`src/rtl/serdes_pkg.sv`:
```
// Shared types and elaboration-time helpers for the wide-to-narrow serializer.
package serdes_pkg;

    typedef enum logic {
        IDLE = 1'b0,
        SEND = 1'b1
    } state_t;

    function automatic int ratio(input int wide, input int narrow);
        return wide / narrow;
    endfunction

    // A single-beat word still needs a one-bit counter to keep the port legal.
    function automatic int beat_w(input int r);
        return (r > 1) ? $clog2(r) : 1;
    endfunction

endpackage

```
`src/rtl/serdes_beat_counter.sv`:
```
// Beat index within the current word: cleared on a word load, advanced on each non-final beat transfer.
module serdes_beat_counter
    import serdes_pkg::*;
#(
    parameter int RATIO = 4
) (
    input  logic                        clk_f,
    input  logic                        reset,
    input  logic                        clear,
    input  logic                        inc,
    output logic [beat_w(RATIO)-1:0]    beat,
    output logic                        is_last
);

    localparam int BW = beat_w(RATIO);
    localparam logic [BW-1:0] LAST_BEAT = BW'(RATIO - 1);

    assign is_last = (beat == LAST_BEAT);

    // NOTE: sequential state uses non-blocking assignments so every register samples pre-edge values.
    always_ff @(posedge clk_f or posedge reset) begin
        if (reset) begin
            beat <= '0;
        end else if (clear) begin
            beat <= '0;
        end else if (inc && !is_last) begin
            beat <= beat + 1'b1;
        end
    end

endmodule

```
`src/rtl/demux_serializer_param.sv`:
```
// Splits each WIDE_W word into WIDE_W/NARROW_W beats with valid/ready on both sides.
// Define LSB_FIRST_EN to emit the least-significant slice first; default is MSB slice first.
module demux_serializer_param
    import serdes_pkg::*;
#(
    parameter int WIDE_W   = 32,
    parameter int NARROW_W = 8
) (
    input  logic                clk_f,
    input  logic                reset,
    input  logic [WIDE_W-1:0]   data_in,
    input  logic                valid_in,
    output logic                ready_in,
    output logic [NARROW_W-1:0] data_out,
    output logic                valid_out,
    output logic                last_out,
    input  logic                ready_out
);

    localparam int RATIO = ratio(WIDE_W, NARROW_W);
    localparam int BW    = beat_w(RATIO);

    generate
        if ((WIDE_W % NARROW_W) != 0 || RATIO < 2) begin : g_bad_widths
            $error("demux_serializer_param: WIDE_W must be a multiple of NARROW_W with ratio >= 2");
        end
    endgenerate

    state_t              state;
    state_t              state_d;
    logic [WIDE_W-1:0]   hold;
    logic [BW-1:0]       beat;
    logic                is_last;
    logic                load;
    logic                advance;
    logic                ready_int;

    serdes_beat_counter #(
        .RATIO (RATIO)
    ) u_beat_counter (
        .clk_f   (clk_f),
        .reset   (reset),
        .clear   (load),
        .inc     (advance),
        .beat    (beat),
        .is_last (is_last)
    );

    // NOTE: every combinational output gets a default first so no path through the case infers a latch.
    always_comb begin
        state_d   = state;
        load      = 1'b0;
        advance   = 1'b0;
        valid_out = 1'b0;
        last_out  = 1'b0;
        ready_int = 1'b0;
        case (state)
            IDLE: begin
                ready_int = 1'b1;
                if (valid_in) begin
                    load    = 1'b1;
                    state_d = SEND;
                end
            end
            SEND: begin
                valid_out = 1'b1;
                last_out  = is_last;
                ready_int = is_last & ready_out;
                if (ready_out) begin
                    if (!is_last) begin
                        advance = 1'b1;
                    end else if (valid_in) begin
                        load = 1'b1;
                    end else begin
                        state_d = IDLE;
                    end
                end
            end
            default: state_d = IDLE;
        endcase
    end

    assign ready_in = ready_int & ~reset;

    always_comb begin
        data_out = '0;
        if (state == SEND) begin
`ifdef LSB_FIRST_EN
            data_out = hold[int'(beat)*NARROW_W +: NARROW_W];
`else
            data_out = hold[WIDE_W-1-int'(beat)*NARROW_W -: NARROW_W];
`endif
        end
    end

    // NOTE: the hold register is reset too, so a discarded partial word never leaks after release.
    always_ff @(posedge clk_f or posedge reset) begin
        if (reset) begin
            state <= IDLE;
            hold  <= '0;
        end else begin
            state <= state_d;
            if (load) begin
                hold <= data_in;
            end
        end
    end

endmodule

```
`config.mk`:
```
export PLATFORM = sky130hd
export DESIGN_NAME = demux_serializer_param
export DESIGN_NICKNAME = d
export VERILOG_FILES = /design/src/rtl/serdes_pkg.sv /design/src/rtl/serdes_beat_counter.sv /design/src/rtl/demux_serializer_param.sv
export SDC_FILE = /design/constraint.sdc
export NUM_CORES = 1
export LEC_CHECK = 0
export CAP_MARGIN = 30
export CORE_MARGIN = 2
export CORE_UTILIZATION = 25
export CTS_CLUSTER_DIAMETER = 80
export CTS_CLUSTER_SIZE = 12
export DETAILED_ROUTE_END_ITERATION = 16
export SLEW_MARGIN = 20
export SYNTH_ARGS = -nofsm -noshare
export SYNTH_HDL_FRONTEND = slang
export SYNTH_SLANG_ARGS = --single-unit
```
`constraint.sdc`:
```
create_clock -name clk_f -period 1.7 [get_ports clk_f]
set_clock_uncertainty 0.15 [all_clocks]
set_input_delay 0.34 -clock clk_f [delete_from_list [all_inputs] [get_ports clk_f]]
set_output_delay 0.34 -clock clk_f [all_outputs]
set_load 0.05 [all_outputs]
```
==> reports/qor.tcl <==
set qor(r2r-end) {hold[12]}
set qor(setup.worst_path.end_class) {output pin}
set qor(final-max-slew-violation-count) 0
set qor(die_w_um) 88.0
set qor(rows) 30
set qor(route.vias.total) 1129
set qor(cts_hold_repair.buffers) 0
set qor(vdd_ir_drop_max_v) 0.000662
set qor(timing.critical_path.arrival_ns) 1.50
set qor(post-synth-top-count-cell) {sky130_fd_sc_hd__dfrtp_1}
set qor(depth_of_the_worst_register_to_register_path) 5
set qor(die-area_mm2) 0.00775
set qor(fillCellCount) 630
set qor(yosys_warnings) 0
set qor(setup_total_negative_slack_ns) -8.03
set qor(timing.reg2reg.setup_slack_ns) -0.19
set qor(final_net_count) 217
set qor(cts_max_level) 2
set qor(detailedRoute.firstIterationViolations) 31
set qor(leakagePower_nw) 1.35
set qor(clk_pin_slew_ns) 0.07
set qor(finalSetupViolCount) 42
set qor(initial_utilization_pct) 25.8
set qor(cts_tree) {done}
set qor(final_layout_size_suffix_gt1_share_pct) 55.8
set qor(cp_max_fo) 6
set qor(post_synth.cell_area_avg_um2) 15.6
set qor(synth_sequential_area_ratio_pct) 49.6
set qor(max-cap-violations) 0
set qor(cp_slowest_cell) {sky130_fd_sc_hd__dfrtp_2}
set qor(core_region_area_mm2) 0.00683
set qor(violations) {setup timing}
set qor(area.sequential_um2) 878
set qor(insertion_delay_to_the_later_sink_of_the_worst_skew_pair_ns) 0.29
set qor(detail_route.vias_per_cell) 4.08
set qor(cp_cell_sequence) {buf_8 -> mux2i_2 -> buf_4 -> o22ai_4 -> buf_12}
set qor(yosysTopAreaCell) {sky130_fd_sc_hd__dfrtp_1}
set qor(number_of_placed_cells_counting_well_taps) 263
set qor(route.final.wire_length_um) 4170
set qor(grt_overflow_total) 0
set qor(cts_root_buffer) {sky130_fd_sc_hd__clkbuf_8}
set qor(instances_no_fill) 277
set qor(synth_enable_flop_cells) 0
set qor(hp-class) {primary input to async pin}
set qor(globalplace.congestion) 0.752
set qor(outcome) {finished with violations}
set qor(antenna_found_initial) 0
set qor(post-dp-hpwl_um) 2970
set qor(avgRoutedWirePerCell_um) 15.1
set qor(async_reset_ff_share_pct) 100
set qor(r2r-start) {u_beat_counter.beat[0]}
set qor(fmaxAchievable_mhz) 503
set qor(synth_cell_types) 23
set qor(finalCritPeriodShare_pct) 117
set qor(netlist_area_mm2) 0.00177
set qor(syn_nets) 150
set qor(cts_buffers) 5
set qor(setup_slack_ns) -0.290
set qor(die_height_um) 88.0
set qor(worstPathRequired_ns) 1.21
set qor(total_power_per_unit_cell_area_mw_per_mm2) 2210
set qor(synth_top_cells_by_area) {sky130_fd_sc_hd__dfrtp_1 50%, sky130_fd_sc_hd__mux2_4 26%, sky130_fd_sc_hd__mux2i_1 9.1%, sky130_fd_sc_hd__buf_12 3.4%, sky130_fd_sc_hd__o22ai_1 3.2%}
set qor(max-clock-path-buffers) 2
set qor(grt_pass1_wl_um) 6680
set qor(synth_top_area_share_pct) 49.6
set qor(n_antenna_cell) 0
set qor(io-pin-count) 47
set qor(synth_cells) 113
set qor(worst_pin_slew_ns) 0.237
set qor(postSynthRegisterBits) 35
set qor(drt-pass1-iter-count) 2
set qor(layout-area-overhead-vs-synth_pct) 69.0
set qor(global_route_usage_over_all_layers_pct) 12.1
set qor(postSynth.topFlopCell) {sky130_fd_sc_hd__dfrtp_1}
set qor(first_global_vias) 1191
set qor(grt_start_max_net_pins) 36
set qor(critical_path.max_stage_delay_ns) 0.45
set qor(critPathLaunchType) {flip-flop}
set qor(multi_input_comb_area_um2) 1000
set qor(placement.io_buffers) 46
set qor(min_period_ns) 1.99
set qor(slew-limit-headroom_pct) 83.9
set qor(synth_top_cells_by_count) {35 x sky130_fd_sc_hd__dfrtp_1, 30 x sky130_fd_sc_hd__mux2_4, 16 x sky130_fd_sc_hd__mux2i_1}
set qor(hold_viol) 0
set qor(unrepaired_setup_endpoints_after_global_routing) {yes}
set qor(ant_nets) 0
set qor(drc) 0
set qor(cts_sinks) 35
set qor(critPathKind) {flip-flop to output pin}
## flip-flops by register name, indices dropped and copies added, names as in the netlist
signal,count
state,1
hold,32
u_beat_counter.beat,2
## worst max-delay path: cells and delay by family, from the launching register on
kind | cells | cell delay (ns)
buffers and inverters | 3 | 0.47
flip-flops | 1 | 0.45
multiplexers | 1 | 0.22
AO/OA/AOI/OAI | 1 | 0.06
## metrics by stage
| stage | hold WS [ns] | utilization, % | area [um^2] | power [W] | worst slack (ns) |
|---|---|---|---|---|---|
| finish | 0.300 | 43.7 | 2980 | 0.00661 | -0.290 |
| global route | 0.337 | 43.7 | 2980 | 0.00692 | -0.370 |
| CTS | 0.302 | 43.1 | 2940 | 0.00656 | -0.329 |
| detailed placement | 0.344 | 39.2 | 2680 | 0.00551 | -0.216 |
| global placement | 0.342 | 39.2 | 2680 | 0.00547 | -0.199 |
| floorplan | 0.302 | - | 1890 | 0.00400 | -0.102 |
## placed cells by master, fill, tap and decap left out, drive strengths merged, types with 2 or more instances in the layout
| cell type | count |
|---|---|
| mux2i | 16 |
| inv | 2 |
| dfrtp | 35 |
| buf | 29 |
| bufbuf | 2 |
| mux2 | 32 |
| clkbuf | 9 |
| o22ai | 9 |
| clkdlybuf4s50 | 35 |
## cells by family (layout without fill, tap and decap cells)
group / after synthesis / count (layout) / synth area share (%)
AOI/OAI and AO/OA: 12 / 12 / 5.24
adders and majority gates: 1 / 1 / 0.709
buffers and inverters: 9 / 77 / 5.39
DFF: 35 / 35 / 49.6
muxes: 48 / 48 / 35.9
and+or+nand+nor: 8 / 8 / 3.19
## worst max path at each step
stage / startpoint / end / slack [ns] / cells past startpoint
CTS: u_beat_counter.beat[0] / data_out[5] / -0.33 / 5
finish: u_beat_counter.beat[0] / data_out[5] / -0.29 / 5
floorplan: state / data_out[0] / -0.10 / 3
detailed placement: ready_out / hold[7] / -0.22 / 5
global placement: ready_out / hold[16] / -0.20 / 5
global route: u_beat_counter.beat[0] / data_out[5] / -0.37 / 5
## power breakdown
part           total [W]  internal (W)  leakage [nW]  switching, W
sequential       0.00162       0.00125         0.417      0.000365
clock           0.000654      0.000369        0.0515      0.000284
combinational    0.00434       0.00252         0.885       0.00182
## cell type report
type	instances	area share, %
multi-input cells	69	33.5
flip-flops and latches	35	29.4
repair buffers	67	29.4
well taps	96	4.03
clock buffers	8	3.35
inverters	2	0.252
## what timing repair did
action	CTS	global route
pin swaps	5	3
gates resized for setup	15	8
setup endpoints to repair	42	42
cloned	3	0
setup buffers	3	1
## per-layer routing
layer,up-vias,GRT usage (%),wire length (um)
li1,551,-,-
met1,546,16.4,1910
met2,26,18.3,2040
met3,6,2.73,141
met4,0,5.79,76
met5,-,0,0
No activity file was read; power rests on OpenSTA's default activity.
